File: src/rtl/gray_fifo_ctrl_if.sv
// Handshake and status bundle for the Gray-pointer FIFO controller.
// The master side is the requester. The slave side is the controller.
interface gray_fifo_ctrl_if #(
  parameter int AW = 4
);
  logic          flush;
  logic          wr_req;
  logic          rd_req;
  logic          wr_en;
  logic [AW-1:0] wr_addr;
  logic          rd_en;
  logic [AW-1:0] rd_addr;
  logic [AW:0]   wr_ptr_gray;
  logic [AW:0]   rd_ptr_gray;
  logic          full;
  logic          empty;
  logic [AW:0]   count;
  logic          overflow;
  logic          underflow;

  modport master (
    output flush, wr_req, rd_req,
    input  wr_en, wr_addr, rd_en, rd_addr, wr_ptr_gray, rd_ptr_gray,
           full, empty, count, overflow, underflow
  );

  modport slave (
    input  flush, wr_req, rd_req,
    output wr_en, wr_addr, rd_en, rd_addr, wr_ptr_gray, rd_ptr_gray,
           full, empty, count, overflow, underflow
  );
endinterface

File: src/rtl/gray_fifo_ctrl.sv
// FIFO pointer/flag controller with registered Gray-coded pointers.
// Each pointer is AW+1 bits wide. The extra MSB tells full apart from empty.
// The flags and the Gray codes are computed from the next-state pointers.
// As a result, every registered output changes one cycle after the accepted strobe.
module gray_fifo_ctrl #(
  parameter int AW = 4
) (
  input  logic            clk,
  input  logic            rst,
  gray_fifo_ctrl_if.slave bus
);

  logic [AW:0] wr_ptr_q, wr_ptr_d;
  logic [AW:0] rd_ptr_q, rd_ptr_d;
  logic [AW:0] wr_gray_q, wr_gray_d;
  logic [AW:0] rd_gray_q, rd_gray_d;
  logic [AW:0] count_q, count_d;
  logic        full_q, full_d;
  logic        empty_q, empty_d;
  logic        overflow_q, overflow_d;
  logic        underflow_q, underflow_d;
  logic        wr_en, rd_en;

  // Storage strobes: these are gated by the registered flags; a flush blocks both.
  assign wr_en = bus.wr_req & ~full_q  & ~bus.flush;
  assign rd_en = bus.rd_req & ~empty_q & ~bus.flush;

  // Next-state pointers, flags and error pulses, all derived from the same next pointers.
  always_comb begin
    wr_ptr_d    = wr_ptr_q + {{AW{1'b0}}, wr_en};
    rd_ptr_d    = rd_ptr_q + {{AW{1'b0}}, rd_en};
    overflow_d  = bus.wr_req & full_q  & ~bus.flush;
    underflow_d = bus.rd_req & empty_q & ~bus.flush;
    if (bus.flush) begin
      wr_ptr_d = '0;
      rd_ptr_d = '0;
    end
    wr_gray_d = wr_ptr_d ^ (wr_ptr_d >> 1);
    rd_gray_d = rd_ptr_d ^ (rd_ptr_d >> 1);
    empty_d   = (wr_ptr_d == rd_ptr_d);
    full_d    = (wr_ptr_d[AW] != rd_ptr_d[AW]) &&
                (wr_ptr_d[AW-1:0] == rd_ptr_d[AW-1:0]);
    count_d   = wr_ptr_d - rd_ptr_d;
  end

  // State register; reset takes priority over flush and requests.
  always_ff @(posedge clk) begin
    if (rst) begin
      wr_ptr_q    <= '0;
      rd_ptr_q    <= '0;
      wr_gray_q   <= '0;
      rd_gray_q   <= '0;
      count_q     <= '0;
      full_q      <= 1'b0;
      empty_q     <= 1'b1;
      overflow_q  <= 1'b0;
      underflow_q <= 1'b0;
    end else begin
      wr_ptr_q    <= wr_ptr_d;
      rd_ptr_q    <= rd_ptr_d;
      wr_gray_q   <= wr_gray_d;
      rd_gray_q   <= rd_gray_d;
      count_q     <= count_d;
      full_q      <= full_d;
      empty_q     <= empty_d;
      overflow_q  <= overflow_d;
      underflow_q <= underflow_d;
    end
  end

  assign bus.wr_en       = wr_en;
  assign bus.rd_en       = rd_en;
  assign bus.wr_addr     = wr_ptr_q[AW-1:0];
  assign bus.rd_addr     = rd_ptr_q[AW-1:0];
  assign bus.wr_ptr_gray = wr_gray_q;
  assign bus.rd_ptr_gray = rd_gray_q;
  assign bus.count       = count_q;
  assign bus.full        = full_q;
  assign bus.empty       = empty_q;
  assign bus.overflow    = overflow_q;
  assign bus.underflow   = underflow_q;

endmodule

File: src/flat_wrapper.sv
// flat-port wrapper written by rule: the top's interface ports become plain ports
module gray_fifo_ctrl_flat 
#(
  parameter int AW = 4
)
  (clk, rst, bus_flush, bus_wr_req, bus_rd_req, bus_wr_en, bus_wr_addr, bus_rd_en, bus_rd_addr, bus_wr_ptr_gray, bus_rd_ptr_gray, bus_full, bus_empty, bus_count, bus_overflow, bus_underflow);
  gray_fifo_ctrl_if #(.AW(AW)) bus_i ();
  input  logic clk;
  input  logic rst;
  input wire logic [$bits(bus_i.flush)-1:0] bus_flush;
  input wire logic [$bits(bus_i.wr_req)-1:0] bus_wr_req;
  input wire logic [$bits(bus_i.rd_req)-1:0] bus_rd_req;
  output wire logic [$bits(bus_i.wr_en)-1:0] bus_wr_en;
  output wire logic [$bits(bus_i.wr_addr)-1:0] bus_wr_addr;
  output wire logic [$bits(bus_i.rd_en)-1:0] bus_rd_en;
  output wire logic [$bits(bus_i.rd_addr)-1:0] bus_rd_addr;
  output wire logic [$bits(bus_i.wr_ptr_gray)-1:0] bus_wr_ptr_gray;
  output wire logic [$bits(bus_i.rd_ptr_gray)-1:0] bus_rd_ptr_gray;
  output wire logic [$bits(bus_i.full)-1:0] bus_full;
  output wire logic [$bits(bus_i.empty)-1:0] bus_empty;
  output wire logic [$bits(bus_i.count)-1:0] bus_count;
  output wire logic [$bits(bus_i.overflow)-1:0] bus_overflow;
  output wire logic [$bits(bus_i.underflow)-1:0] bus_underflow;
  assign bus_i.flush = bus_flush;
  assign bus_i.wr_req = bus_wr_req;
  assign bus_i.rd_req = bus_rd_req;
  assign bus_wr_en = bus_i.wr_en;
  assign bus_wr_addr = bus_i.wr_addr;
  assign bus_rd_en = bus_i.rd_en;
  assign bus_rd_addr = bus_i.rd_addr;
  assign bus_wr_ptr_gray = bus_i.wr_ptr_gray;
  assign bus_rd_ptr_gray = bus_i.rd_ptr_gray;
  assign bus_full = bus_i.full;
  assign bus_empty = bus_i.empty;
  assign bus_count = bus_i.count;
  assign bus_overflow = bus_i.overflow;
  assign bus_underflow = bus_i.underflow;
  gray_fifo_ctrl #(.AW(AW)) u_core (.clk(clk), .rst(rst), .bus(bus_i));
endmodule
File: config.mk
export PLATFORM = sky130hd
export DESIGN_NAME = gray_fifo_ctrl_flat
export DESIGN_NICKNAME = d
export VERILOG_FILES = /design/src/rtl/gray_fifo_ctrl_if.sv /design/src/rtl/gray_fifo_ctrl.sv /design/src/flat_wrapper.sv
export SDC_FILE = /design/constraint.sdc
export NUM_CORES = 1
export LEC_CHECK = 0
export BUFFER_PORTS_ARGS = -buffer_cell sky130_fd_sc_hd__buf_2
export CAP_MARGIN = 40
export CORE_MARGIN = 2
export CORE_UTILIZATION = 45
export DETAILED_ROUTE_END_ITERATION = 8
export PLACE_DENSITY = 0.7
export RECOVER_POWER = 50
export SYNTH_ARGS = -nofsm -noshare
export SYNTH_HDL_FRONTEND = slang
export SYNTH_SLANG_ARGS = --single-unit
File: constraint.sdc
create_clock -name clk -period 2.9 [get_ports clk]
set_clock_uncertainty 0.2 [all_clocks]
set_input_delay 0.29 -clock clk [delete_from_list [all_inputs] [get_ports clk]]
set_output_delay 0.29 -clock clk [all_outputs]
set_load 0.005 [all_outputs]
Word-level counts from Yosys, hierarchy flattened. Cells that the tools add are included.

Add/subtract/negate cells: 3. Reduce and logical (&&, ||, !) cells: 1. Bitwise gates (word level): 13. Equal/unequal tests: 3. Muxes and demuxes: 2.

Operators with widths (number): $add A5 B1 Y5 (2); $mux W5 (2); $xor A5 B4 Y5 (2); $and A1 B1 Y1 (8); $eq A5 B5 Y1 (1); $sub A5 B5 Y5 (1); $eq A4 B4 Y1 (1); $not A1 Y1 (3); $logic_and A1 B1 Y1 (1); $ne A1 B1 Y1 (1).

Input bits: 5. Register bits: 29. Logic and storage cells: 31. Output and inout bits: 29.

Depth between registers and ports, before layout. Gate-level depths: netlist of run 1.

Depth in word-level cells: 7. Mapped depth: 11. Gate-level depth less buffers: 10.

Least setup slack after synthesis of run 1. Ideal clock, no wire load.

Path kind: input to register. Start point: input port bus_flush. End point: register u_core.count_q[4] (netlist: u_core.bus.count[4]). Path slack: 0.249 ns. Data arrival time: 2.331 ns. Required time: 2.579 ns. Stages: 11. Setup time: 0.121 ns. Path buffers: 1. Cell sequence: buf_4 > nor3b_1 > ha_1 > ha_1 > xor2_1 > nand2_1 > ha_1 > a21o_1 > a21oi_1 > nor2_1 > mux2_2.

Word-level cells in the longest chain between the ends: 5. Elaborated cells on any way between the ends: 8. Classes of those cells: add/sub (3); mux (2); bitwise (3).

RTL lines: from (decl) (RTL line flat_wrapper.sv:10) `input wire logic [$bits(bus_i.flush)-1:0] bus_flush;`; $not A1 Y1 (RTL line gray_fifo_ctrl.sv:26) `assign rd_en = bus.rd_req & ~empty_q & ~bus.flush;`; $and A1 B1 Y1 (RTL line gray_fifo_ctrl.sv:26); via bus_rd_en (RTL line flat_wrapper.sv:15) `output wire logic [$bits(bus_i.rd_en)-1:0] bus_rd_en;`; $add A5 B1 Y5 (RTL line gray_fifo_ctrl.sv:31) `rd_ptr_d = rd_ptr_q + {{AW{1'b0}}, rd_en};`; $mux W5 (RTL line gray_fifo_ctrl.sv:34) `if (bus.flush) begin`; $sub A5 B5 Y5 (RTL line gray_fifo_ctrl.sv:43) `count_d = wr_ptr_d - rd_ptr_d;`; to (signal assigned) (RTL line gray_fifo_ctrl.sv:63) `count_q <= count_d;`; to (decl) (RTL line gray_fifo_ctrl.sv:17) `logic [AW:0] count_q, count_d;`.

The timed path passes the listed nets, and every way through them passes these cells. A chain may end at the register's enable or synchronous reset.

Final worst setup path of run 1.
Start point: register u_core.empty_q (netlist: u_core.bus.empty). End point: register u_core.count_q[4] (netlist: u_core.bus.count[4]).

Word-level cells in the longest chain between the ends: 6.

RTL lines: from (decl) (RTL line gray_fifo_ctrl.sv:19) `logic empty_q, empty_d;`; from (signal assigned) (RTL line gray_fifo_ctrl.sv:65) `empty_q <= empty_d;`; $not A1 Y1 (RTL line gray_fifo_ctrl.sv:26); $and A1 B1 Y1 (2 in series) (RTL line gray_fifo_ctrl.sv:26); $add A5 B1 Y5 (RTL line gray_fifo_ctrl.sv:31); $mux W5 (RTL line gray_fifo_ctrl.sv:34); $sub A5 B5 Y5 (RTL line gray_fifo_ctrl.sv:43).

Every way passes these cells.

==> results of run 1 <==
## report_power, final
| group | internal, mW | leakage (nW) | switching [mW] | total [mW] |
|---|---|---|---|---|
| clock | 0.0526 | 0.0139 | 0.112 | 0.165 |
| sequential | 0.377 | 0.218 | 0.00250 | 0.379 |
| combinational | 0.0181 | 0.432 | 0.0246 | 0.0427 |
| total | 0.447 | 0.664 | 0.139 | 0.586 |
## state kept, by name, indices dropped and copies added, names as in the netlist
| signal | flops |
|---|---|
| u_core.bus.rd_ptr_gray | 5 |
| u_core.rd_ptr_q | 4 |
| u_core.bus.empty | 1 |
| u_core.bus.wr_ptr_gray | 5 |
| u_core.bus.underflow | 1 |
| u_core.bus.full | 1 |
| u_core.wr_ptr_q | 4 |
| u_core.bus.count | 5 |
| u_core.bus.overflow | 1 |
## per-stage QoR
stage          util, %  instances  setup WS (ns)  hold WS [ns]
2_1_floorplan        -        123         0.2486        0.1616
3_3_place_gp     56.20        185         0.2142        0.2969
3_5_place_dp     56.20        185        0.09243        0.3000
4_1_cts          57.79        190         0.1670       0.02042
5_1_grt          57.19        190       0.003931       0.01743
6_report         57.19        190         0.1528       0.02197
## layer usage
layer	GRT usage, %	wire length (um)
met4	5.782	27
met3	4.419	154
met1	21.25	1134
met5	0	0
met2	25.71	1083
## timing repair
action,in CTS,in global routing
hold endpoints to repair,1,0
hold buffers,1,0
setup buffers,0,0
resized for setup,0,0
## path summary, 6_finish.rpt
kind / from / to / slack (ns) / cells after the start
max reg2reg: u_core.bus.empty$_SDFF_PP1_ / u_core.bus.count[4]$_SDFF_PP0_ / 0.15 / 10
min reg2reg: u_core.bus.empty$_SDFF_PP1_ / u_core.bus.underflow$_SDFF_PP0_ / 0.31 / 1
min: bus_wr_req / u_core.bus.overflow$_SDFF_PP0_ / 0.02 / 2
max: u_core.bus.empty$_SDFF_PP1_ / u_core.bus.count[4]$_SDFF_PP0_ / 0.15 / 10
## cell usage after synthesis
library cell,instances
a21boi_0,2
a21o_1,4
a21oi_1,3
and2_1,6
and2b_1,1
and3_1,3
and4_1,1
buf_4,2
clkbuf_1,2
dfxtp_1,27
fa_1,1
ha_1,7
inv_1,4
mux2_2,2
mux2i_1,1
mux2i_4,1
nand2_1,4
nand2b_1,1
nand3_1,4
nand4_1,1
nor2_1,19
nor2b_1,6
nor3_1,2
nor3b_1,2
nor3b_2,1
o21ai_0,1
or2_2,1
xnor2_1,10
xnor3_1,1
xor2_1,3
## critical path: stages (launching register included)
cell,delay (ns)
dfxtp_1,0.35
nor3b_1,0.30
ha_1,0.23
ha_1,0.19
xor2_1,0.17
nand2_1,0.15
ha_1,0.38
a21o_1,0.19
a21oi_1,0.16
nor2_1,0.07
mux2_2,0.27
## cell usage in the layout (no fill, tap or decap), types with 4 or more instances in the layout
cell type | netlist | layout
clkbuf_1 | 2 | 10
buf_2 | 0 | 24
nor2_1 | 19 | 19
inv_1 | 4 | 4
nand2_1 | 4 | 4
xnor2_1 | 10 | 10
and2_1 | 6 | 5
nand3_1 | 4 | 4
nor2b_1 | 6 | 6
a21o_1 | 4 | 4
dfxtp_1 | 27 | 27
ha_1 | 7 | 7
## cells by family (layout without fill, tap and decap cells)
group	after synthesis	in the layout	synth area share [%]
adder cells (fa/ha/maj)	8	8	8.857
XOR/XNOR	14	14	11.23
buffers and inverters	8	45	3.089
AND/OR/NAND/NOR	52	52	22.45
AO/OA/AOI/OAI	10	10	5.354
multiplexers	4	4	4.531
flip-flops	27	27	44.49
## final cells by class
type | count | area [um^2] | area share, %
clock inverter | 1 | 7.507 | 0.5204
tap | 30 | 37.54 | 2.602
clock buffer | 3 | 22.52 | 1.561
timing repair buffer | 37 | 182.7 | 12.66
sequential | 27 | 540.5 | 37.47
inverter | 4 | 15.01 | 1.041
multi-input combinational | 88 | 636.9 | 44.15
==> results.yml, run 1 <==
timing:
  finalHoldViolCount: 0
  fin_crit_ns: 2.747
  timing.fmax_mhz: 364.0
  relSlewSlack_pct: 70.58
  rsz0062_at_grt: "false"
  setup_tns_ns: 0
  fin_crit_sh_pct: 94.73
  slew_violations: 0
  setup_viol: 0
  worst_pin_slew_ns: 0.4396
synth:
  syn_nets: 136
  synth_cells: 123
  synth_area_mm2: 0.001215
  yosysWarnings: 0
  syn_area_per_cell_um2: 9.877
  synth_seq_cells: 27
  synthTopCellsByArea: "dfxtp_1 44%, ha_1 7.2%, xnor2_1 7.2%, nor2_1 5.9%, and2_1 3.1%"
  yosysTopAreaCell: "dfxtp_1"
  synth_top_cell_area_share_pct: 44.49
  seq_area_frac_synth_pct: 44.49
  ys_types: 30
final_layout:
  nFillCells: 244
  antenna_cells: 0
  drive_gt1_share_pct: 21.88
  final_nets: 174
  syn_to_final_growth_pct: 18.74
  final_area_mm2: 0.001443
worst_setup_path:
  arrival_ns: 2.78
  start_kind: "register"
  crit_type: "reg2reg"
  worstSetupEndpointType: "register"
  cp_max_fo: 5
  worst_ep_required_time_ns: 2.93
clock_tree:
  cts_tree: "done"
  cts_sinks: 27
  clock_latency_ns: 0.32
  htree_levels: 1
  ctsRootBufferMaster: "clkbuf_4"
  numCtsBuffers: 3
  path_clk_slew_ns: 0.15
  clk_path_buf_depth: 2
pwr:
  total_power_mw: 0.5863
  power.density_mw_per_mm2: 406.4
  p_leak_nw: 0.6639
  ir_worst_vdd_mv: 0.3034
detailed_routing:
  vias_per_cell: 5.058
  drc: 0
  wl_per_cell_um: 12.63
  firstDrtPassIters: 4
  drtIter0Drc: 16
  ant_nets: 0
  wirelength_um: 2399
  dr_total_vias: 961
die:
  rows: 18
  initial_utilization_pct: 48.16
  io_pins: 34
  die_h_um: 55.96
  dieArea_mm2: 0.003132
  core_area_mm2: 0.002522
  die_w_um: 55.96
global_routing:
  grt_pass1_vias: 945
  grt_pass1_wl_um: 4043
  antenna_found_initial: 0
  track_usage_pct: 16.25
  gr-total-overflow: 0
  grt_start_max_net_pins: 17
run:
  maxCapViolCount: 0
placed_design:
  place_hpwl_um: 1838
  numPortBuffers: 33
  dpl_cell_area_mm2: 0.001418
  globalplace.congestion: 0.7982
status:
  status: "complete, no violations"
hold_path:
  min_path_type: "in2reg"
No activity file was read; power rests on OpenSTA's default activity.
==> run 2, diff against run 1 <==
--- a/config.mk
+++ b/config.mk
@@ -10,7 +10,7 @@
 export CORE_MARGIN = 2
 export CORE_UTILIZATION = 45
 export DETAILED_ROUTE_END_ITERATION = 8
-export PLACE_DENSITY = 0.7
+export PLACE_DENSITY = 0.69
 export RECOVER_POWER = 50
 export SYNTH_ARGS = -nofsm -noshare
 export SYNTH_HDL_FRONTEND = slang
==> run 2 against run 1 <==
Effect of this change: wire length decreased by 6.7%; worst setup slack better by 0.14 ns; critical path depth stayed put; cell area shrank 0.26%; final cell count decreased by 0.53%; core utilization fell by 0.15 points; flip-flop and latch count unchanged; largest power group unchanged; highest routed layer unchanged.
==> results.yml, run 2 (synthesis results as in run 1) <==
global_routing:
  grt_start_max_net_pins: 17
  grt_pass1_vias: 885
  gr-total-overflow: 0
  track_usage_pct: 14.91
  grt_pass1_wl_um: 3760
  antenna_found_initial: 0
detailed_routing:
  wl_per_cell_um: 11.85
  ant_nets: 0
  drtIter0Drc: 13
  firstDrtPassIters: 4
  dr_total_vias: 934
  vias_per_cell: 4.942
  wirelength_um: 2239
  drc: 0
timing:
  worst_pin_slew_ns: 0.4144
  setup_viol: 0
  finalHoldViolCount: 0
  slew_violations: 0
  timing.fmax_mhz: 384.0
  setup_tns_ns: 0
  fin_crit_sh_pct: 89.79
  fin_crit_ns: 2.604
  relSlewSlack_pct: 72.37
  rsz0062_at_grt: "false"
clock_tree:
  htree_levels: 1
  ctsRootBufferMaster: "clkbuf_4"
  clock_latency_ns: 0.31
  numCtsBuffers: 3
  post_cts_buffers: 0
  cts_sinks: 27
  path_clk_slew_ns: 0.14
  clk_path_buf_depth: 2
  cts_tree: "done"
final_layout:
  antenna_cells: 0
  nFillCells: 250
  syn_to_final_growth_pct: 18.43
  layout_commonest_cell: "dfxtp_1"
  drive_gt1_share_pct: 22.64
  mostFrequentLayoutCells: "27 x dfxtp_1, 25 x buf_2, 19 x nor2_1"
  final_nets: 173
worst_setup_path:
  worstSetupEndpointType: "register"
  arrival_ns: 2.63
  worst_ep_required_time_ns: 2.93
  start_kind: "register"
  cp_max_fo: 5
  r2r.worst_path.cells: 10
  r2r-start: "u_core.bus.empty$_SDFF_PP1_"
  startpoint: "u_core.bus.empty$_SDFF_PP1_"
  crit_type: "reg2reg"
  endpoint: "u_core.bus.count[4]$_SDFF_PP0_"
  r2r_slack_ns: 0.30
  worstReg2RegEnd: "u_core.bus.count[4]$_SDFF_PP0_"
pwr:
  p_sw_mw: 0.1323
  netSwitchingFraction_pct: 22.86
  seqPwrFrac_pct: 65.5
  ir_worst_vdd_mv: 0.2804
  total_power_mw: 0.5785
  p_int_mw: 0.4463
  p_comb_share_pct: 7.4
  p_clk_share_pct: 27.1
  p_leak_nw: 0.6701
  power.density_mw_per_mm2: 402.1
die:
  initial_utilization_pct: 48.16
  dieArea_mm2: 0.003132
  io_pins: 34
  die_w_um: 55.96
  rows: 18
  core_area_mm2: 0.002522
  die_h_um: 55.96
placed_design:
  place_hpwl_um: 1771
  numPortBuffers: 33
  globalplace.congestion: 0.8008
hold_path:
  min_path_cells: 2
  min_path_type: "in2reg"
status:
  status: "complete, no violations"
run:
  maxCapViolCount: 0
[run 2: cell count changes in the layout (fill, tap and decap cells not counted)]
cell        delta
buf_2          +1
nor3b_2        +1
buf_4          -1
clkinvlp_4     -1
and2_1         +1
nor3b_1        -1
clkbuf_1       -1
clkinv_2       +1
and2_0         -1
[run 2: final cells by class]
cell class | count | area [um^2] | area share, %
sequential | 27 | 540.5 | 37.57
clock buffer | 3 | 22.52 | 1.565
multi-input combinational | 88 | 641.9 | 44.61
clock inverter | 1 | 5.005 | 0.3478
inverter | 4 | 15.01 | 1.043
timing repair buffer | 36 | 176.4 | 12.26
tap | 30 | 37.54 | 2.609
[run 2: power by group through the flow]
stage | combinational [mW] | clock, mW | sequential (mW)
final | 0.0428 | 0.157 | 0.379
after floorplan | 0.0257 | 0 | 0.388
after global routing | 0.0479 | 0.179 | 0.380
after global placement | 0.0424 | 0 | 0.387
after CTS | 0.0433 | 0.163 | 0.379
after detailed placement | 0.0431 | 0 | 0.387
[run 2: how the worst min path moves through the flow]
stage,startpoint,end,slack (ns)
after floorplan,rst,u_core.bus.count[1]$_SDFF_PP0_,0.16
after global placement,u_core.bus.empty$_SDFF_PP1_,u_core.bus.underflow$_SDFF_PP0_,0.29
after detailed placement,u_core.bus.empty$_SDFF_PP1_,u_core.bus.underflow$_SDFF_PP0_,0.30
after CTS,bus_rd_req,u_core.bus.underflow$_SDFF_PP0_,0.01
after global routing,bus_wr_req,u_core.bus.overflow$_SDFF_PP0_,0.01
final,bus_wr_req,u_core.bus.overflow$_SDFF_PP0_,0.02
[run 2: critical path, cell delays in order, from the launching register on]
cell	delay, ns
dfxtp_1	0.35
nor3b_2	0.21
ha_1	0.20
ha_1	0.18
xor2_1	0.17
nand2_1	0.16
ha_1	0.39
a21o_1	0.19
a21oi_1	0.16
nor2_1	0.05
mux2_2	0.25
[run 2: what timing repair did]
action                                  4_1_cts  5_1_grt
endpoints found under the setup margin        0        1
hold endpoints to repair                      0        1
gates resized for setup                       0        1
hold buffers                                  0        1
[run 2: metrics by stage]
stage          utilization (%)  instance area [um^2]  std cells  hold WS [ns]  worst slack (ns)
2_1_floorplan                -                  1215        123        0.1616            0.2486
3_3_place_gp             55.90                  1410        184        0.2880            0.1496
3_5_place_dp             55.90                  1410        184        0.3021            0.1175
4_1_cts                  56.99                  1438        188       0.01207            0.1834
5_1_grt                  57.04                  1439        189       0.01422            0.1068
6_report                 57.04                  1439        189       0.02232            0.2962
[run 2: layer usage]
layer / share of wire (%) / track usage, %
met1: 46 / 18.52
met2: 48 / 25.55
met3: 4.9 / 3.023
met4: 1.4 / 5.102
met5: 0 / 0
